<file path="src/rtl/mux_pkg.sv">
`default_nettype none
// ============================================================================
// Module : mux_pkg
// Brief  : Shared constants and helpers for the arbitrating multiplexer.
//          Provides the clog2 constant function and the arbitration mode
//          encodings (MODE_RR = round-robin, MODE_FIXED = ch0 highest).
// Rev    : 1.0  initial release
// ============================================================================
package mux_pkg;

  localparam logic MODE_RR    = 1'b0;
  localparam logic MODE_FIXED = 1'b1;

  // Ceiling log2, minimum result 1 so a 2-channel index is still one bit wide.
  function automatic int clog2(input int n);
    int r;
    r = 1;
    for (int i = 1; i < 31; i++) begin
      if ((1 << i) < n) r = i + 1;
    end
    return r;
  endfunction

endpackage : mux_pkg
`default_nettype wire

</file>
<file path="src/rtl/rr_arbiter.sv">
`default_nettype none
// ============================================================================
// Module : rr_arbiter
// Brief  : N_CH-way arbiter, round-robin or fixed priority.
//   clk, rst   : clock, synchronous active-high reset
//   req        : per-channel request
//   mode       : MODE_RR / MODE_FIXED
//   advance    : a grant issued this cycle is actually taken
//   grant      : one-hot grant (zero when no request)
//   grant_idx  : index of the granted channel
// Rev    : 1.0  initial release
// ============================================================================
module rr_arbiter
  import mux_pkg::*;
#(
  parameter  int N_CH = 4,
  localparam int CH_W = clog2(N_CH)
) (
  input  logic            clk,
  input  logic            rst,
  input  logic [N_CH-1:0] req,
  input  logic            mode,
  input  logic            advance,
  output logic [N_CH-1:0] grant,
  output logic [CH_W-1:0] grant_idx
);

  logic [CH_W-1:0] r_ptr;
  logic [CH_W-1:0] w_idx;
  logic            w_any;

  // Scan from the lowest-priority candidate to the highest so the last hit
  // wins. In round-robin mode candidates are ptr, ptr+1, ... modulo N_CH.
  always_comb begin
    int              v_c;
    logic [CH_W-1:0] v_sel;
    w_idx = '0;
    w_any = |req;
    for (int i = N_CH - 1; i >= 0; i--) begin
      if (mode == MODE_RR) begin
        v_c = int'(r_ptr) + i;
        if (v_c >= N_CH) v_c = v_c - N_CH;
      end else begin
        v_c = i;
      end
      v_sel = CH_W'(v_c);
      if (req[v_sel]) w_idx = v_sel;
    end
  end

  assign grant     = w_any ? (N_CH'(1) << w_idx) : '0;
  assign grant_idx = w_idx;

  // Pointer moves just past the winner, only on a taken round-robin grant.
  always_ff @(posedge clk) begin
    if (rst) begin
      r_ptr <= '0;
    end else if (advance && w_any && (mode == MODE_RR)) begin
      if (w_idx == CH_W'(N_CH - 1)) r_ptr <= '0;
      else                          r_ptr <= w_idx + CH_W'(1);
    end
  end

endmodule : rr_arbiter
`default_nettype wire

</file>
<file path="src/rtl/rr_arb_mux.sv">
`default_nettype none
// ============================================================================
// Module : rr_arb_mux
// Brief  : N_CH-channel, W-bit arbitrating multiplexer with valid/ready on
//          each input and a single registered output stage.
//   clk, rst   : clock, synchronous active-high reset
//   prio_mode  : 0 = round-robin, 1 = fixed priority (ch0 highest)
//   in_valid   : per-channel valid
//   in_data    : channel k at [k*W +: W]
//   in_ready   : one-hot or zero, channel accepted this cycle
//   out_valid  : output register holds data
//   out_data   : registered data
//   out_ch     : channel that supplied out_data
//   out_ready  : consumer accepts out_data
// Rev    : 1.0  initial release
// ============================================================================
module rr_arb_mux
  import mux_pkg::*;
#(
  parameter  int N_CH = 4,
  parameter  int W    = 8,
  localparam int CH_W = clog2(N_CH)
) (
  input  logic              clk,
  input  logic              rst,
  input  logic              prio_mode,
  input  logic [N_CH-1:0]   in_valid,
  input  logic [N_CH*W-1:0] in_data,
  output logic [N_CH-1:0]   in_ready,
  output logic              out_valid,
  output logic [W-1:0]      out_data,
  output logic [CH_W-1:0]   out_ch,
  input  logic              out_ready
);

  logic            r_out_valid;
  logic [W-1:0]    r_out_data;
  logic [CH_W-1:0] r_out_ch;

  logic            w_load_en;
  logic            w_advance;
  logic [N_CH-1:0] w_grant;
  logic [CH_W-1:0] w_idx;

  // The register can take a new word when empty or when its word leaves now.
  assign w_load_en = !r_out_valid || out_ready;
  // Reset suppresses any handshake so producers never see a lost accept.
  assign w_advance = w_load_en && !rst;

  rr_arbiter #(
    .N_CH (N_CH)
  ) u_arb (
    .clk       (clk),
    .rst       (rst),
    .req       (in_valid),
    .mode      (prio_mode),
    .advance   (w_advance),
    .grant     (w_grant),
    .grant_idx (w_idx)
  );

  assign in_ready = w_advance ? w_grant : '0;

  always_ff @(posedge clk) begin
    if (rst) begin
      r_out_valid <= 1'b0;
      r_out_data  <= '0;
      r_out_ch    <= '0;
    end else if (w_load_en) begin
      // With no request the word (if any) drains and the register empties.
      r_out_valid <= |in_valid;
      if (|in_valid) begin
        r_out_data <= in_data[int'(w_idx)*W +: W];
        r_out_ch   <= w_idx;
      end
    end
  end

  assign out_valid = r_out_valid;
  assign out_data  = r_out_data;
  assign out_ch    = r_out_ch;

endmodule : rr_arb_mux
`default_nettype wire

</file>
<file path="config.mk">
export PLATFORM = sky130hd
export DESIGN_NAME = rr_arb_mux
export DESIGN_NICKNAME = d
export VERILOG_FILES = /design/src/rtl/mux_pkg.sv /design/src/rtl/rr_arbiter.sv /design/src/rtl/rr_arb_mux.sv
export SDC_FILE = /design/constraint.sdc
export NUM_CORES = 1
export LEC_CHECK = 0
export ABC_AREA = 0
export BUFFER_PORTS_ARGS = -buffer_cell sky130_fd_sc_hd__buf_4
export CAP_MARGIN = 20
export CORE_UTILIZATION = 51
export CTS_BUF_LIST = sky130_fd_sc_hd__clkbuf_8
export CTS_CLUSTER_SIZE = 24
export DETAILED_ROUTE_END_ITERATION = 7
export PLACE_DENSITY = 0.94
export SYNTH_ARGS = -nofsm -noshare
export SYNTH_HDL_FRONTEND = slang
export SYNTH_SLANG_ARGS = --single-unit
export TNS_END_PERCENT = 100
</file>
<file path="constraint.sdc">
create_clock -name clk -period 4.1 [get_ports clk]
set_input_delay 0.41 -clock clk [delete_from_list [all_inputs] [get_ports clk]]
set_output_delay 0.41 -clock clk [all_outputs]
set_load 0.01 [all_outputs]
</file>
==> flow_metrics.env <==
export IMPL_synth_nets=174
export IMPL_grt_most_used_layer="met2"
export IMPL_finalSetupViolations=0
export IMPL_wirelength_um=2901
export IMPL_firstDrtPassIters=4
export IMPL_seq_area_frac_synth_pct=23.83
export IMPL_die_x_um=48.28
export IMPL_viasPerCell=5.863
export IMPL_clock_sinks=13
export IMPL_synth_seq_cells=13
export IMPL_die_h_um=48.28
export IMPL_grt_pass1_vias=1062
export IMPL_grt_pass1_wl_um=4174
export IMPL_dpl_hpwl_um=2205
export IMPL_finalHoldViolCount=0
export IMPL_cp_end_kind="output pin"
export IMPL_power_density_nw_per_um2=274.0
export IMPL_fin_crit_sh_pct=67.09
export IMPL_whs_ps=379.2
export IMPL_drv_slew=0
export IMPL_drc_errors=0
export IMPL_track_usage_pct=26.10
export IMPL_most_common_layout_cells="buf_4, inv_1, mux2i_1"
export IMPL_critical_path_arrival_ps=2340
export IMPL_area_delta_synth_final_pct=41.01
export IMPL_dieArea_um2=2331
export IMPL_grt_overflow=0
export IMPL_maxCapViolations=0
export IMPL_clock_fmax_mhz=363.5
export IMPL_htree_levels=1
export IMPL_wl_per_cell_um=13.75
export IMPL_num_rows=16
export IMPL_grt_max_degree=21
export IMPL_setup_tns_ps=0
export IMPL_cp_required_ps=3690
export IMPL_dp_cells=207
export IMPL_fin_cells=211
export IMPL_irDropWorstVdd_mv=0.2996
export IMPL_detail_route_antenna_nets=0
export IMPL_utilization_pct=77.71
export IMPL_finalClockSkew_ps=5.460
export IMPL_core_um2=1982
export IMPL_worstMarginPinSlew_ps=684.6
export IMPL_placed_area_um2=1495
export IMPL_gp_congestion=0.8286
export IMPL_fin_crit_ps=2751
export IMPL_post_synth_instance_area_um2=1092
export IMPL_antenna_cells=0
export IMPL_cts_setup_buffers=0
export IMPL_clkTransAtPathRegs_ps=50
export IMPL_crit_fanout=17
export IMPL_vias=1237
export IMPL_grtUsageMet3_pct=7.037
export IMPL_ys_warnings_count=0
export IMPL_yosysUniqueCellTypes=37
export IMPL_initial_core_util_pct=55.11
export IMPL_mostFrequentLayoutCell="buf_4"
export IMPL_hp_class="in -> reg"
export IMPL_postCtsHoldBufs=0
export IMPL_io_pins=55
export IMPL_clockBufferDepth=2
export IMPL_rsz0062_at_grt="no"
export IMPL_num_fill_cells=142
export IMPL_cts_buffers=3
export IMPL_start_kind="flip-flop"
export IMPL_status="complete, no violations"
export IMPL_leakage_uw=0.0006984
export IMPL_drtIter0Drc=19
export IMPL_critPathKind="reg -> out"
export IMPL_antenna_found_initial=0
export IMPL_cts_tree="yes"
export IMPL_cts_root_buf="clkbuf_8"
export IMPL_syn_inst=133
export IMPL_use_met1_pct=27.17
export IMPL_drive_above_1_share_pct=34.24
export IMPL_final_area_um2=1540
export IMPL_io_buffers=54
export IMPL_clock_latency_ps=250
export IMPL_layout_nets=226
export IMPL_syn_area_per_cell_um2=8.213
export IMPL_ctsResizeCount=0
export IMPL_grtUsageMet2_pct=48.53
export IMPL_slew_headroom_pct=54.22
## synth_stat cells, drive strengths merged
| cell | instances | area [µm²] |
|---|---|---|
| inv | 19 | 71.32 |
| mux2i | 18 | 180.2 |
| a2111oi | 16 | 150.1 |
| dfxtp | 13 | 260.3 |
| nand2 | 12 | 45.04 |
| o211ai | 8 | 60.06 |
| nor2 | 7 | 26.28 |
| buf | 5 | 40.04 |
| a21oi | 4 | 20.02 |
| clkbuf | 3 | 11.26 |
| nand2b | 2 | 12.51 |
| nand3b | 2 | 15.01 |
| nor2b | 2 | 12.51 |
| nor4b | 2 | 23.77 |
| o21ai | 2 | 10.00 |
| o21bai | 2 | 18.77 |
| or4 | 2 | 15.01 |
| a211o | 1 | 8.760 |
| a211oi | 1 | 12.51 |
| a21bo | 1 | 10.01 |
| a31oi | 1 | 6.260 |
| and2 | 1 | 6.260 |
| and2b | 1 | 7.510 |
| ha | 1 | 12.51 |
| nand3 | 1 | 5.000 |
| nand4b | 1 | 8.760 |
| nor3 | 1 | 5.000 |
| o21a | 1 | 7.510 |
| o221ai | 1 | 15.01 |
| or2 | 1 | 6.260 |
| or3b | 1 | 8.760 |
## worst paths after layout
path	slack (ps)	cells after the start	start	endpoint
min	380	2	rst	out_ch[1]$_SDFFE_PP0P_
max reg2reg	1640	7	u_arb.r_ptr[0]$_SDFFE_PP0P_	u_arb.r_ptr[0]$_SDFFE_PP0P_
min reg2reg	450	2	out_ch[1]$_SDFFE_PP0P_	out_ch[1]$_SDFFE_PP0P_
max	1350	8	u_arb.r_ptr[1]$_SDFFE_PP0P_	in_ready[3]
## kinds of logic (layout without fill, tap and decap cells)
kind of cell / count (synthesis) / count (layout) / share of synthesized area, %
adders and majority gates: 1 / 1 / 1.145
buffers and inverters: 27 / 78 / 11.23
DFF: 13 / 13 / 23.83
muxes: 18 / 18 / 16.49
AOI/OAI and AO/OA: 38 / 38 / 29.21
and+or+nand+nor: 36 / 36 / 18.10
## through the flow
stage	setup WS (ps)	total power, µW
floorplan	1953	240.9
global placement	1539	303.3
detailed placement	1479	308.8
CTS	1405	424.2
global route	1163	447.3
finish	1349	422.0
## worst max-delay path: stages (launching register included)
cell     delay [ps]
dfxtp_1         440
nor4b_1         310
a211o_1         450
and2_1          280
or2_1           150
ha_1            170
inv_1            40
nor2_1          100
buf_4           150
## layer usage
metal / wire, µm / vias up
met5: 0 / -
met4: 81 / 0
met3: 203 / 10
met2: 1436 / 69
met1: 1179 / 555
li1: - / 603
## power breakdown
group          switching [µW]  leakage, µW  internal, µW  total (µW)
clock network            48.1    0.0000269          66.2         114
registers                11.1     0.000108           142         153
logic                    74.3     0.000564          80.4         155
total                     133     0.000698           289         422
## flip-flops by register name, summed over array words and instances (netlist names)
signal / flops
out_data: 8
out_valid: 1
out_ch: 2
u_arb.r_ptr: 2
## cell type report
cell class	count	area, µm²	area share, %
clock inverters	1	3.754	0.2437
multi-input cells	93	716.9	46.55
repair buffers	55	412.9	26.81
well taps	27	33.78	2.193
clock buffers	3	41.29	2.681
flip-flops and latches	13	260.3	16.90
inverters	19	71.32	4.630
Note: power is estimated with default switching activity, not from simulation.
